## config.mk

```make
export PLATFORM = sky130hd
export DESIGN_NAME = game_sequencer
export DESIGN_NICKNAME = d
export VERILOG_FILES = /design/src/rtl/game_sequencer.sv
export SDC_FILE = /design/constraint.sdc
export NUM_CORES = 1
export LEC_CHECK = 0
export ABC_AREA = 1
export CAP_MARGIN = 20
export CORE_MARGIN = 1.5
export CORE_UTILIZATION = 45
export DETAILED_ROUTE_END_ITERATION = 8
export SYNTH_ARGS = -nofsm -noshare
export SYNTH_HDL_FRONTEND = slang
export SYNTH_SLANG_ARGS = --single-unit
```

## constraint.sdc

```tcl
create_clock -name clk -period 3.3 [get_ports clk]
set_input_delay 0.66 -clock clk [delete_from_list [all_inputs] [get_ports clk]]
set_output_delay 0.66 -clock clk [all_outputs]
set_load 0.03 [all_outputs]
```

## src/rtl/game_sequencer.sv

```systemverilog
// rtl/game_sequencer.sv - round-timing controller: countdown, timed play window, score
module game_sequencer #(
   parameter int TICKS_PER_SEC = 100_000_000,
   parameter int COUNTDOWN_SEC = 3,
   parameter int GAME_SEC      = 30
) (
   input  logic       clk,
   input  logic       rst_n,
   input  logic       start_btn,
   input  logic       abort,
   input  logic       hit,
   output logic       countdown_start,
   output logic       game_start,
   output logic       game_finish,
   output logic [3:0] countdown_value,
   output logic [7:0] time_left,
   output logic [7:0] score
);

   localparam int PW = (TICKS_PER_SEC > 2) ? $clog2(TICKS_PER_SEC) : 1;

   typedef enum logic [1:0] {
      ST_IDLE      = 2'd0,
      ST_COUNTDOWN = 2'd1,
      ST_PLAYING   = 2'd2,
      ST_FINISHED  = 2'd3
   } state_t;

   state_t        state, state_next;
   logic [PW-1:0] presc;
   logic          start_q, hit_q;
   logic          tick, start_rise, hit_rise;
   logic [3:0]    cd_next;
   logic [7:0]    tl_next, score_next;

   assign start_rise = start_btn & ~start_q;
   assign hit_rise   = hit & ~hit_q;
   assign tick       = (presc == PW'(TICKS_PER_SEC - 1));

   assign countdown_start = (state == ST_COUNTDOWN);
   assign game_start      = (state == ST_PLAYING);
   assign game_finish     = (state == ST_FINISHED);

   always_comb begin
      state_next = state;
      cd_next    = countdown_value;
      tl_next    = time_left;
      score_next = score;
      if (abort) begin
         state_next = ST_IDLE;
         cd_next    = 4'd0;
         tl_next    = 8'd0;
      end else begin
         case (state)
            ST_IDLE, ST_FINISHED: begin
               if (start_rise) begin
                  state_next = ST_COUNTDOWN;
                  cd_next    = 4'(COUNTDOWN_SEC);
                  score_next = 8'd0;
               end
            end
            ST_COUNTDOWN: begin
               if (tick) begin
                  cd_next = countdown_value - 4'd1;
                  if (countdown_value == 4'd1) begin
                     state_next = ST_PLAYING;
                     tl_next    = 8'(GAME_SEC);
                  end
               end
            end
            ST_PLAYING: begin
               // A hit on the closing tick edge still counts toward this round.
               if (hit_rise && score != 8'hFF)
                  score_next = score + 8'd1;
               if (tick) begin
                  tl_next = time_left - 8'd1;
                  if (time_left == 8'd1)
                     state_next = ST_FINISHED;
               end
            end
            default: state_next = ST_IDLE;
         endcase
      end
   end

   always_ff @(posedge clk or negedge rst_n) begin
      if (!rst_n) begin
         state           <= ST_IDLE;
         presc           <= '0;
         start_q         <= 1'b0;
         hit_q           <= 1'b0;
         countdown_value <= 4'd0;
         time_left       <= 8'd0;
         score           <= 8'd0;
      end else begin
         state           <= state_next;
         start_q         <= start_btn;
         hit_q           <= hit;
         countdown_value <= cd_next;
         time_left       <= tl_next;
         score           <= score_next;
         // Restart on every state entry so each phase gets whole seconds.
         if (state_next != state || tick ||
             (state != ST_COUNTDOWN && state != ST_PLAYING))
            presc <= '0;
         else
            presc <= presc + 1'b1;
      end
   end

endmodule

```

* After elaboration in Yosys (flattened, before gate mapping)
Cells that the tools add are included.
Word-level totals: register bits after elaboration 51, bits of input ports 5, output and inout bits 23, logic and storage cells 64
Cells by class: add/sub/neg operators 4, equal/unequal tests 16, mux-type cells 20, bitwise logic cells 5, reduce and logical (&&, ||, !) cells 12
Operator list (count):
- $mux 8 | 6
- $pmux 8 s2 | 2
- $add 27x1->27 const B | 1
- $eq 27x27->1 const B | 1
- $mux 27 | 1
- $mux 2 | 6
- $mux 4 | 3
- $ne 3x2->1 const B | 3
- $add 8x1->8 const B | 1
- $eq 8x1->1 const B | 1
- $ne 8x8->1 const B | 1
- $pmux 4 s2 | 1
- $reduce_and 4->1 | 2
- $sub 8x1->8 const B | 1
- $pmux 2 s3 | 1
- $reduce_bool 3->1 | 2
- $eq 2x2->1 const B | 2
- $eq 4x1->1 const B | 1
- $ne 2x1->1 const B | 2
- $ne 2x2->1 const B | 2
- $sub 4x1->4 const B | 1
- $ne 3x3->1 const B | 1
- $not 1->1 | 3
- $reduce_and 3->1 | 1
- 8 further kinds | 11

* Depth between registers and ports, before layout
word-level depth 9, gate-level depth with buffers 16, gate-level depth less buffers 14

* Worst setup path after synthesis
OpenSTA, ideal clock, no wires.
path kind reg2reg, start register state[0], end register score[4], arrival time 1.979 ns, data required time 3.180 ns, setup slack 1.201 ns, cell stages (with the launch flop) 10, buffers on the path 1, cell sequence dfrtp_1 > inv_1 > ha_1 > clkbuf_1 > o21ai_0 > nor2_1 > nand4_1 > inv_1 > nand3_1 > and3_1
Between the ends: elaborated cells between the ends (all ways) 9, those cells by class eq/ne (4); mux (1); reduce/logical (4)
RTL lines:
- start, declared | RTL line 29 | state_t state, state_next;
- start signal, assigned | RTL line 96 | state <= state_next;
- $eq 2x2->1 *
- named net game_start | RTL line 13 | output logic game_start,
- $ne 2x1->1 (no source line) / $reduce_bool 2->1 (equally long branches)
- $reduce_and 4->1 (no source line)
- end signal, assigned | RTL line 101 | score <= score_next;
- end, declared | RTL line 17 | output logic [7:0] score
Mark *: on every way through the listed nets, which the timed path passes. The rest lies on a longest branch. A chain may end at the register's enable or synchronous reset.

* Final worst setup path
start register state[0], end output port game_start
Between the ends: cells in the longest elaborated chain, start to end 1
RTL lines:
- $eq 2x2->1 | RTL line 41 | assign game_start = (state == ST_PLAYING);
- end, declared | RTL line 13
Every way passes these cells.

==> results.md <==
- Final hold vios: 0
- Core footprint: just under 0.007 mm²
- Filler cell count: 672
- DRT iter0 DRCs: 84
- Critical path endpoint category: output port
- Post-CTS setup buffers: 0
- P per Cell Area: 381.5 mW/mm²
- Compound-Gate Fraction of Synth Area: under 10%
- Vias in the first global route: 2541
- Routed Antenna Nets: 0
- Mean post-synth cell area: 8.195 µm²
- Period Utilization, post-route: 86.56%
- Layout cells sized above 1: ~14%
- XOR/XNOR Fraction of Synth Area: 6.013%
- Post-layout net count: roughly 440
- Post-synth EDFFs: 0
- Max Transition Viols Final: 0
- Simple-gate portion of the synthesized area: 33.74%
- Slew @ Worst Pin: about 850 ps
- Clk_lat worst skew: 310 ps
- DR WL/cell: 12.18 µm
- DRC violations left: 0
- First-pass GRT wire length: ~11000 µm
- Min-Delay Path Class: in -> async
- Number of diodes: 0
- Syn Inst Count: a little under 400
- Ys async rst share: 100.0%
- Worst Skew: 9.771 ps
- YS warnings: 0
- Num CTS Buffers: 5
- Die area: 0.007636 mm²
- Post_cts resized: 0
- DRT Pass-1 Iters: 4
- Worst vdd ir: 0.1947 mV
- Startpoint types: register
- Final setup viols: 0
- GP Congestion: 0.8258
- Post-DP HPWL: roughly 4600 µm
- P&R area growth vs syn: 14.21%
- Finished Core Util: 53.57%
- H-tree depth: 2
- Die W: 87.39 µm
- Tot GR Track Use: between 10% and 20%
- Hold_buf cts: 0
- Reg2reg start: state[0]$_DFF_PN0_
- Top-area cell type share of the netlist area: between 30% and 40%
- Max_slew headroom: 42.77%
- Critical path startpoint: state[0]$_DFF_PN0_
- Commonest cells post-synth: nand2_1, inv_1, dfrtp_1
- GRT overflow: 0
- RSZ-0062 raised after global routing: false
- Synth Area in Adders: 3.905%
- Clock transition at path regs: 100 ps
- Setup CP Type: reg -> out
- CTS max path bufs: 2
- Worst-path fanout max: 13
- Top cells by area, synth: dfrtp_1, nand2_1, nor2_4, inv_1, xor2_1
- Syn Nets: 406
- Boundary pin count: 28
- Final wirelength: around 6300 µm
- Critical Path AT: 2200 ps
- Via/cell ratio: 4.890
- Initial core utilization: 46.90%
- Die height: slightly below 90 µm
- FF-to-FF End: presc[5]$_DFF_PN0_
- Main combinational cell family by area after synthesis: simple AND/OR/NAND/NOR gates
- Worst R2R Setup Slack: 710 ps
- CTS tree: built
- Max Freq: ~0.35 GHz
- Clk root buf: clkbuf_8
- Seq/Total Area, Yosys: 39.83%
- Tmin final: approximately 2900 ps
- Status: complete, no violations
- Row count: 30
- CTS sink cnt: 51
- Dominant cell by count in the synthesized netlist: nand2_1
- Number of port buffers: 27
- Initial antenna violation count: 0
- Mux contribution to synthesized area: 0%
- Area of the mapped netlist: roughly 0.0032 mm²
- Max_cap viols: 0
- Synth Register Bits: 51
- Setup tns final: 0 ps
- CP required: 2640 ps
- R2R depth: 11
- Largest net degree at the start of global routing: 28
- Main synth FF type: dfrtp_1
- Area leader, netlist: dfrtp_1
- Via count: 2528
- Yosys cell types: 35
- P_leak: 1.529 nW
-- layer usage --
| metal | part of all wire (%) | GRT usage, % | vias up |
|---|---|---|---|
| met5 | 0 | 0 | - |
| li1 | - | - | 1308 |
| met3 | 2.3 | 3.318 | 6 |
| met1 | 49 | 23.61 | 1178 |
| met4 | 1.2 | 5.916 | 0 |
| met2 | 47 | 30.70 | 36 |
-- final cells by class --
class,instances,area [µm²],share of cell area [%]
Tap cell,96,120.1,3.282
Clock buffer,5,68.82,1.880
Sequential cell,51,1276,34.87
Timing Repair Buffer,29,280.3,7.658
Multi-Input combinational cell,276,1654,45.20
Inverter,57,214.0,5.846
Clock inverter,3,46.29,1.265
-- state kept, by name, summed over array words and instances (netlist names) --
name	count
presc	27
score	8
start_q	1
countdown_value	4
hit_q	1
time_left	8
state	2
-- per-stage QoR --
step	instance area, µm²	hold slack [ps]	total power, mW	setup slack (ps)	std cells
finish	3660	325.4	1.396	443.4	517
CTS	3660	340.1	1.420	425.9	517
detailed placement	3545	454.1	0.9640	490.9	509
global placement	3545	452.1	0.9589	582.3	509
global route	3660	370.6	1.484	315.8	517
floorplan	3204	364.4	0.8840	1201	391
-- how the worst max path moves through the flow --
stage | to | cells after the start
finish | game_start | 3
global route | game_start | 3
CTS | game_start | 3
detailed placement | presc[1]$_DFF_PN0_ | 9
global placement | presc[1]$_DFF_PN0_ | 9
floorplan | score[4]$_DFFE_PN0P_ | 9
-- cell usage in the layout (no fill, tap or decap), types with 2 or more instances in the layout --
cell type and instances:
nand2_1 75, inv_1 52, dfrtp_1 51, nor2_1 34, o21ai_0 28, clkdlybuf4s50_1 26, nor2_4 22, nand3_1 20
xor2_1 18, nand4_1 15, nor3_1 12, ha_1 10, nand2_2 7, a21oi_1 6, inv_2 5, clkbuf_8 5
xnor2_1 4, o21ai_1 4, nor4_1 3, nor2_2 2, nand3_2 2, or2_2 2, buf_4 2
-- cells by family (layout without fill, tap and decap cells) --
kind of cell             after synthesis  count (layout)
adder cells (fa/ha/maj)               10              10
flip-flops                            51              51
AO/OA/AOI/OAI                         45              45
buffers and inverters                 64              94
XOR/XNOR                              22              22
AND/OR/NAND/NOR                      199             199
-- power breakdown --
part	internal, mW	switching (mW)
combinational	0.0909	0.184
clock	0.229	0.218
sequential	0.647	0.0273
total	0.966	0.430
-- worst max-delay path, stage by stage (launching register included) --
cell and delay (ps):
dfrtp_1 440, inv_1 170, ha_1 500, clkdlybuf4s50_1 770
(Power assumes the default switching activity.)
